--- config.mk ---
export PLATFORM = sky130hd
export DESIGN_NAME = div_unit_flat
export DESIGN_NICKNAME = d
export VERILOG_FILES = /design/src/rtl/div_if.sv /design/src/rtl/div_unit.sv /design/src/flat_wrapper.sv
export SDC_FILE = /design/constraint.sdc
export NUM_CORES = 1
export LEC_CHECK = 0
export ABC_CLOCK_PERIOD_IN_PS = 4400
export CAP_MARGIN = 25
export CORE_UTILIZATION = 41
export CTS_CLUSTER_SIZE = 8
export DETAILED_ROUTE_END_ITERATION = 12
export HOLD_SLACK_MARGIN = 0.12
export SETUP_SLACK_MARGIN = 0.15
export SYNTH_ARGS = -nofsm -noshare
export SYNTH_HDL_FRONTEND = slang
export SYNTH_SLANG_ARGS = --single-unit
--- constraint.sdc ---
create_clock -name clk -period 4.4 [get_ports clk]
set_input_delay 0.66 -clock clk [delete_from_list [all_inputs] [get_ports clk]]
set_output_delay 0.66 -clock clk [all_outputs]
set_load 0.02 [all_outputs]
--- src/rtl/div_if.sv ---
// Start/annul handshake and result bus between EX and the multi-cycle divider.
interface div_if #(
  parameter int unsigned WIDTH = 32
);
  logic               signed_div_i;
  logic [WIDTH-1:0]   opdata1_i;
  logic [WIDTH-1:0]   opdata2_i;
  logic               start_i;
  logic               annul_i;
  logic [2*WIDTH-1:0] result_o;
  logic               ready_o;
  logic               busy_o;

  modport master (
    output signed_div_i, opdata1_i, opdata2_i, start_i, annul_i,
    input  result_o, ready_o, busy_o
  );

  modport slave (
    input  signed_div_i, opdata1_i, opdata2_i, start_i, annul_i,
    output result_o, ready_o, busy_o
  );
endinterface

--- src/rtl/div_unit.sv ---
// Radix-2 restoring divider, one quotient bit per cycle; result is {remainder, quotient}.
module div_unit #(
  parameter int unsigned WIDTH = 32
) (
  input logic  clk,
  input logic  rst,
  div_if.slave bus
);
  localparam int unsigned CntW = $clog2(WIDTH + 1);

  typedef enum logic [1:0] {StFree, StByZero, StOn, StEnd} state_e;

  state_e             r_state;
  logic [CntW-1:0]    r_cnt;
  logic [WIDTH-1:0]   r_dvd;
  logic [WIDTH-1:0]   r_rem;
  logic [WIDTH-1:0]   r_dvs;
  logic               r_neg_q;
  logic               r_neg_r;
  logic [2*WIDTH-1:0] r_result;
  logic               r_ready;
  logic               r_busy;

  logic             w_neg1;
  logic             w_neg2;
  logic [WIDTH-1:0] w_abs1;
  logic [WIDTH-1:0] w_abs2;
  logic [WIDTH:0]   w_shift;
  logic [WIDTH:0]   w_diff;
  logic             w_qbit;
  logic [WIDTH-1:0] w_quot;
  logic [WIDTH-1:0] w_remd;

  always_comb begin
    w_neg1  = bus.signed_div_i & bus.opdata1_i[WIDTH-1];
    w_neg2  = bus.signed_div_i & bus.opdata2_i[WIDTH-1];
    w_abs1  = w_neg1 ? (WIDTH'(0) - bus.opdata1_i) : bus.opdata1_i;
    w_abs2  = w_neg2 ? (WIDTH'(0) - bus.opdata2_i) : bus.opdata2_i;
    // Trial subtract: bit WIDTH of the difference is the borrow.
    w_shift = {r_rem, r_dvd[WIDTH-1]};
    w_diff  = w_shift - {1'b0, r_dvs};
    w_qbit  = ~w_diff[WIDTH];
    w_quot  = r_neg_q ? (WIDTH'(0) - r_dvd) : r_dvd;
    w_remd  = r_neg_r ? (WIDTH'(0) - r_rem) : r_rem;
  end

  always_ff @(posedge clk or negedge rst) begin
    if (!rst) begin
      r_state  <= StFree;
      r_cnt    <= '0;
      r_dvd    <= '0;
      r_rem    <= '0;
      r_dvs    <= '0;
      r_neg_q  <= 1'b0;
      r_neg_r  <= 1'b0;
      r_result <= '0;
      r_ready  <= 1'b0;
      r_busy   <= 1'b0;
    end else begin
      unique case (r_state)
        StFree: begin
          r_ready  <= 1'b0;
          r_result <= '0;
          if (bus.start_i && !bus.annul_i) begin
            r_busy <= 1'b1;
            if (bus.opdata2_i == '0) begin
              r_state <= StByZero;
            end else begin
              r_dvd   <= w_abs1;
              r_dvs   <= w_abs2;
              r_rem   <= '0;
              r_cnt   <= '0;
              r_neg_q <= w_neg1 ^ w_neg2;
              r_neg_r <= w_neg1;
              r_state <= StOn;
            end
          end
        end
        StByZero: begin
          r_busy   <= 1'b0;
          r_result <= '0;
          if (bus.annul_i) begin
            r_state <= StFree;
          end else begin
            r_ready <= 1'b1;
            r_state <= StEnd;
          end
        end
        StOn: begin
          if (bus.annul_i) begin
            r_state  <= StFree;
            r_busy   <= 1'b0;
            r_result <= '0;
            r_cnt    <= '0;
            r_dvd    <= '0;
            r_rem    <= '0;
            r_dvs    <= '0;
          end else if (r_cnt != CntW'(WIDTH)) begin
            r_rem <= w_qbit ? w_diff[WIDTH-1:0] : w_shift[WIDTH-1:0];
            r_dvd <= {r_dvd[WIDTH-2:0], w_qbit};
            r_cnt <= r_cnt + CntW'(1);
          end else begin
            r_result <= {w_remd, w_quot};
            r_ready  <= 1'b1;
            r_busy   <= 1'b0;
            r_state  <= StEnd;
          end
        end
        StEnd: begin
          // Annul is ignored here; only dropping start releases the result.
          if (!bus.start_i) begin
            r_ready  <= 1'b0;
            r_result <= '0;
            r_cnt    <= '0;
            r_state  <= StFree;
          end
        end
        default: r_state <= StFree;
      endcase
    end
  end

  assign bus.result_o = r_result;
  assign bus.ready_o  = r_ready;
  assign bus.busy_o   = r_busy;
endmodule
--- src/flat_wrapper.sv ---
// flat-port wrapper written by rule: the top's interface ports become plain ports
module div_unit_flat 
#(
  parameter int unsigned WIDTH = 32
)
  (clk, rst, bus_signed_div_i, bus_opdata1_i, bus_opdata2_i, bus_start_i, bus_annul_i, bus_result_o, bus_ready_o, bus_busy_o);
  div_if #(.WIDTH(WIDTH)) bus_i ();
  input logic clk;
  input logic rst;
  input wire logic [$bits(bus_i.signed_div_i)-1:0] bus_signed_div_i;
  input wire logic [$bits(bus_i.opdata1_i)-1:0] bus_opdata1_i;
  input wire logic [$bits(bus_i.opdata2_i)-1:0] bus_opdata2_i;
  input wire logic [$bits(bus_i.start_i)-1:0] bus_start_i;
  input wire logic [$bits(bus_i.annul_i)-1:0] bus_annul_i;
  output wire logic [$bits(bus_i.result_o)-1:0] bus_result_o;
  output wire logic [$bits(bus_i.ready_o)-1:0] bus_ready_o;
  output wire logic [$bits(bus_i.busy_o)-1:0] bus_busy_o;
  assign bus_i.signed_div_i = bus_signed_div_i;
  assign bus_i.opdata1_i = bus_opdata1_i;
  assign bus_i.opdata2_i = bus_opdata2_i;
  assign bus_i.start_i = bus_start_i;
  assign bus_i.annul_i = bus_annul_i;
  assign bus_result_o = bus_i.result_o;
  assign bus_ready_o = bus_i.ready_o;
  assign bus_busy_o = bus_i.busy_o;
  div_unit #(.WIDTH(WIDTH)) u_core (.clk(clk), .rst(rst), .bus(bus_i));
endmodule
==> insert_results.sql <==
INSERT INTO impl_metrics (metric_group, metric, value, unit) VALUES
('timing', 'final_min_period_over_clock_period', '0.8275', ''),
('timing', 'timing_max_transition_violations_final', '0', ''),
('clock_network', 'cts-buffers-inserted', '17', ''),
('clock_network', 'cts.root.buffer_cell', 'sky130_fd_sc_hd__clkbuf_16', ''),
('synthesis', 'syn_inst', '1317', ''),
('power', 'power_leakage', '0.005923', 'uW'),
('grt', 'grt_pass1_wl', '49990', 'um'),
('timing', 'relSlewSlack', '0.4362', ''),
('finish', 'design.final.nets', '1544', ''),
('place', 'hpwl', '22060', 'um'),
('clock_network', 'cts_resized', '0', ''),
('synthesis', 'synth_warnings', '0', ''),
('critical_path', 'worst-path-max-fanout', '6', ''),
('timing', 'grt_setup_unrepaired', 'no', ''),
('detailed_routing', 'wire_per_inst', '16.90', 'um'),
('critical_path', 'critPathLaunch', 'u_core.r_rem[1]', ''),
('synthesis', 'syn-cell-area', '11240', 'um^2'),
('critical_path', 'timing.rr.end', 'u_core.bus.result_o[63]', ''),
('detailed_routing', 'drt_pre_antenna_iters', '5', ''),
('grt', 'antenna_found_initial', '1', ''),
('critical_path', 'worstSetupPathType', 'reg -> reg', ''),
('floorplanning', 'fp.coreArea', '26950', 'um^2'),
('critical_path', 'end_kind', 'register', ''),
('place', 'postPlaceCellArea', '13010', 'um^2'),
('detailed_routing', 'routed_wirelength', '30160', 'um'),
('place', 'number_of_port_buffers', '134', ''),
('clock_network', 'cts.sinks', '172', ''),
('clock_network', 'cts_tree', 'built', ''),
('hold_path', 'hold_class', 'in -> async', ''),
('clock_network', 'htree_levels', '4', ''),
('grt', 'largest_net_degree_at_the_start_of_global_routing', '106', ''),
('grt', 'grt_overflow', '0', ''),
('grt', 'grt_usage', '0.2228', ''),
('detailed_routing', 'route.detailed.drc', '0', ''),
('critical_path', 'setup.worst_path.end', 'u_core.bus.result_o[63]', ''),
('floorplanning', 'die_y', '167.6', 'um'),
('synthesis', 'synth-main-ff-cell', 'sky130_fd_sc_hd__dfrtp_1', ''),
('synthesis', 'sequential_area_share_after_synthesis', '0.3828', ''),
('status', 'outcome', 'finished, final reports clean', ''),
('grt', 'globalRoute.busiestLayer', 'met2', ''),
('clock_network', 'max-clock-path-buffers', '2', ''),
('finish', 'final_common_cell', 'sky130_fd_sc_hd__nand2_1', ''),
('finish', 'drive_gt1_frac', '0.05756', ''),
('synthesis', 'synth-edff-count', '0', ''),
('floorplanning', 'dieArea', '28090', 'um^2'),
('synthesis', 'synthesized_area_fraction_occupied_by_and_or_nand_nor_cells', '0.1592', ''),
('power', 'ir_worst_vdd', '0.3012', 'mV'),
('timing', 'finalCriticalPeriod', '3.641', 'ns'),
('detailed_routing', 'vias_per_cell', '5.475', ''),
('place', 'placed_instances', '1750', ''),
('floorplanning', 'pin_count', '135', ''),
('clock_network', 'postCtsSetupBuffers', '0', ''),
('finish', 'post_route_non_filler_standard_cell_count', '1784', ''),
('synthesis', 'largest_family_of_logic_cells_by_synthesized_area', 'compound AO/OA/AOI/OAI gates', ''),
('timing', 'fin_worst_hold_slack', '0.1935', 'ns'),
('synthesis', 'count_of_state_elements_after_synthesis', '172', ''),
('timing', 'report.final.setup_viol', '0', ''),
('power', 'ratio_of_total_power_to_cell_area', '638.6', 'nW/um^2'),
('clock_network', 'path_clk_slew', '0.08', 'ns'),
('critical_path', 'cp-start-kind', 'register', ''),
('clock_network', 'clock_latency', '0.44', 'ns'),
('synthesis', 'synth.net_count', '1432', ''),
('power', 'finalPower', '8702', 'uW'),
('synthesis', 'yosys-mux-area-fraction', '0.02804', ''),
('synthesis', 'post_synth.cell_area_avg', '8.537', 'um^2'),
('detailed_routing', 'drt_iter0_markers', '627', ''),
('synthesis', 'synth_fa_ha_area_frac', '0.05186', ''),
('critical_path', 'timing.critical_path.arrival', '4.00', 'ns'),
('critical_path', 'reg2reg_slack', '0.76', 'ns'),
('timing', 'maximum_clock_frequency', '274.6', 'MHz'),
('synthesis', 'post_synth_num_cell_types', '59', '');
## logic make-up (layout without fill, tap and decap cells)
kind of cell | Yosys count | count (layout)
compound gates | 414 | 414
xor+xnor | 147 | 147
fa+ha+maj | 46 | 46
buf+inv | 123 | 248
flops | 172 | 172
mux | 31 | 31
other cells | 0 | 1
simple gates | 384 | 384
## worst max-delay path, stage by stage (launching register included)
cell	delay, ns
sky130_fd_sc_hd__dfrtp_1	0.45
sky130_fd_sc_hd__nor4_1	0.60
sky130_fd_sc_hd__nand3_1	0.35
sky130_fd_sc_hd__or4_1	0.61
sky130_fd_sc_hd__nand2b_1	0.19
sky130_fd_sc_hd__o41ai_1	0.36
sky130_fd_sc_hd__buf_4	0.21
sky130_fd_sc_hd__a21boi_0	0.40
sky130_fd_sc_hd__nand2_1	0.13
sky130_fd_sc_hd__xnor2_1	0.14
sky130_fd_sc_hd__o21ai_0	0.13
## synth_stat cells, types with 4 or more instances
cell | n | area, um^2
sky130_fd_sc_hd__or2_2 | 7 | 43.79
sky130_fd_sc_hd__xnor2_1 | 54 | 473.0
sky130_fd_sc_hd__a22oi_1 | 26 | 195.2
sky130_fd_sc_hd__nand4_1 | 5 | 31.28
sky130_fd_sc_hd__xor2_1 | 93 | 814.5
sky130_fd_sc_hd__a221oi_1 | 6 | 52.55
sky130_fd_sc_hd__nand2b_1 | 20 | 125.1
sky130_fd_sc_hd__mux2i_1 | 27 | 270.3
sky130_fd_sc_hd__and2_1 | 4 | 25.02
sky130_fd_sc_hd__a32oi_1 | 8 | 70.07
sky130_fd_sc_hd__or3_1 | 11 | 68.82
sky130_fd_sc_hd__nand3_1 | 14 | 70.07
sky130_fd_sc_hd__or4_1 | 12 | 90.09
sky130_fd_sc_hd__nand2_1 | 209 | 784.5
sky130_fd_sc_hd__and3_1 | 7 | 43.79
sky130_fd_sc_hd__ha_1 | 45 | 563.0
sky130_fd_sc_hd__nor2b_1 | 5 | 31.28
sky130_fd_sc_hd__nor3b_1 | 5 | 37.54
sky130_fd_sc_hd__a21oi_1 | 56 | 280.3
sky130_fd_sc_hd__nor2_1 | 46 | 172.7
sky130_fd_sc_hd__o21a_1 | 6 | 45.04
sky130_fd_sc_hd__mux2_2 | 4 | 45.04
sky130_fd_sc_hd__a31oi_1 | 9 | 56.30
sky130_fd_sc_hd__o31ai_1 | 42 | 315.3
sky130_fd_sc_hd__inv_1 | 58 | 217.7
sky130_fd_sc_hd__buf_1 | 9 | 33.78
sky130_fd_sc_hd__o21ai_0 | 206 | 1031
sky130_fd_sc_hd__a211oi_1 | 4 | 30.03
sky130_fd_sc_hd__o41ai_1 | 13 | 113.9
sky130_fd_sc_hd__a21o_1 | 15 | 112.6
sky130_fd_sc_hd__nor3_1 | 15 | 75.07
sky130_fd_sc_hd__dfrtp_1 | 172 | 4304
sky130_fd_sc_hd__clkbuf_1 | 55 | 206.5
sky130_fd_sc_hd__nor4_1 | 13 | 81.33
## final cells by class
type                       instances  area [um^2]
fill                            2555        13320
multi-input combinational       1022         6500
sequential                       172         4304
timing repair buffer             158         1593
tap                              341        426.7
clock buffer                      17        425.4
inverter                          58        217.7
clock inverter                    15        158.9
antenna                            1        2.502
## report_power, final
group	switching, uW	internal, uW	leakage [uW]
registers	411	1940	0.00232
logic	2810	2020	0.00333
clock network	718	802	0.000272
total	3940	4760	0.00592
## sequential cells by signal (all words and copies together), names as in the netlist
signal,cells
u_core.bus.ready_o,1
u_core.bus.busy_o,1
u_core.r_dvs,32
u_core.r_state,2
u_core.bus.result_o,64
u_core.r_cnt,6
u_core.r_dvd,32
u_core.r_rem,32
u_core.r_neg_q,1
u_core.r_neg_r,1
## metrics by stage
step	setup slack, ns	util
final	0.7588	0.5057
after global routing	0.2981	0.5057
after CTS	0.7630	0.5046
after detailed placement	0.6516	0.4829
after global placement	0.6896	0.4829
after floorplan	1.116	-
## metal layers
metal  vias up  wire, um
li1       4907         -
met5         -         0
met3        42       923
met1      4616     14680
met2       202     13830
met4         0       717
## worst min path at each step
stage	startpoint	end	depth (start not counted)	slack, ns
after global placement	u_core.bus.result_o[19]	u_core.bus.result_o[19]	2	0.46
final	rst	u_core.bus.result_o[21]	1	0.19
after global routing	rst	u_core.bus.result_o[21]	1	0.23
after floorplan	rst	u_core.bus.busy_o	0	0.36
after detailed placement	u_core.bus.result_o[33]	u_core.bus.result_o[33]	2	0.47
after CTS	rst	u_core.bus.result_o[21]	1	0.23
Note: power is estimated with default switching activity, not from simulation.
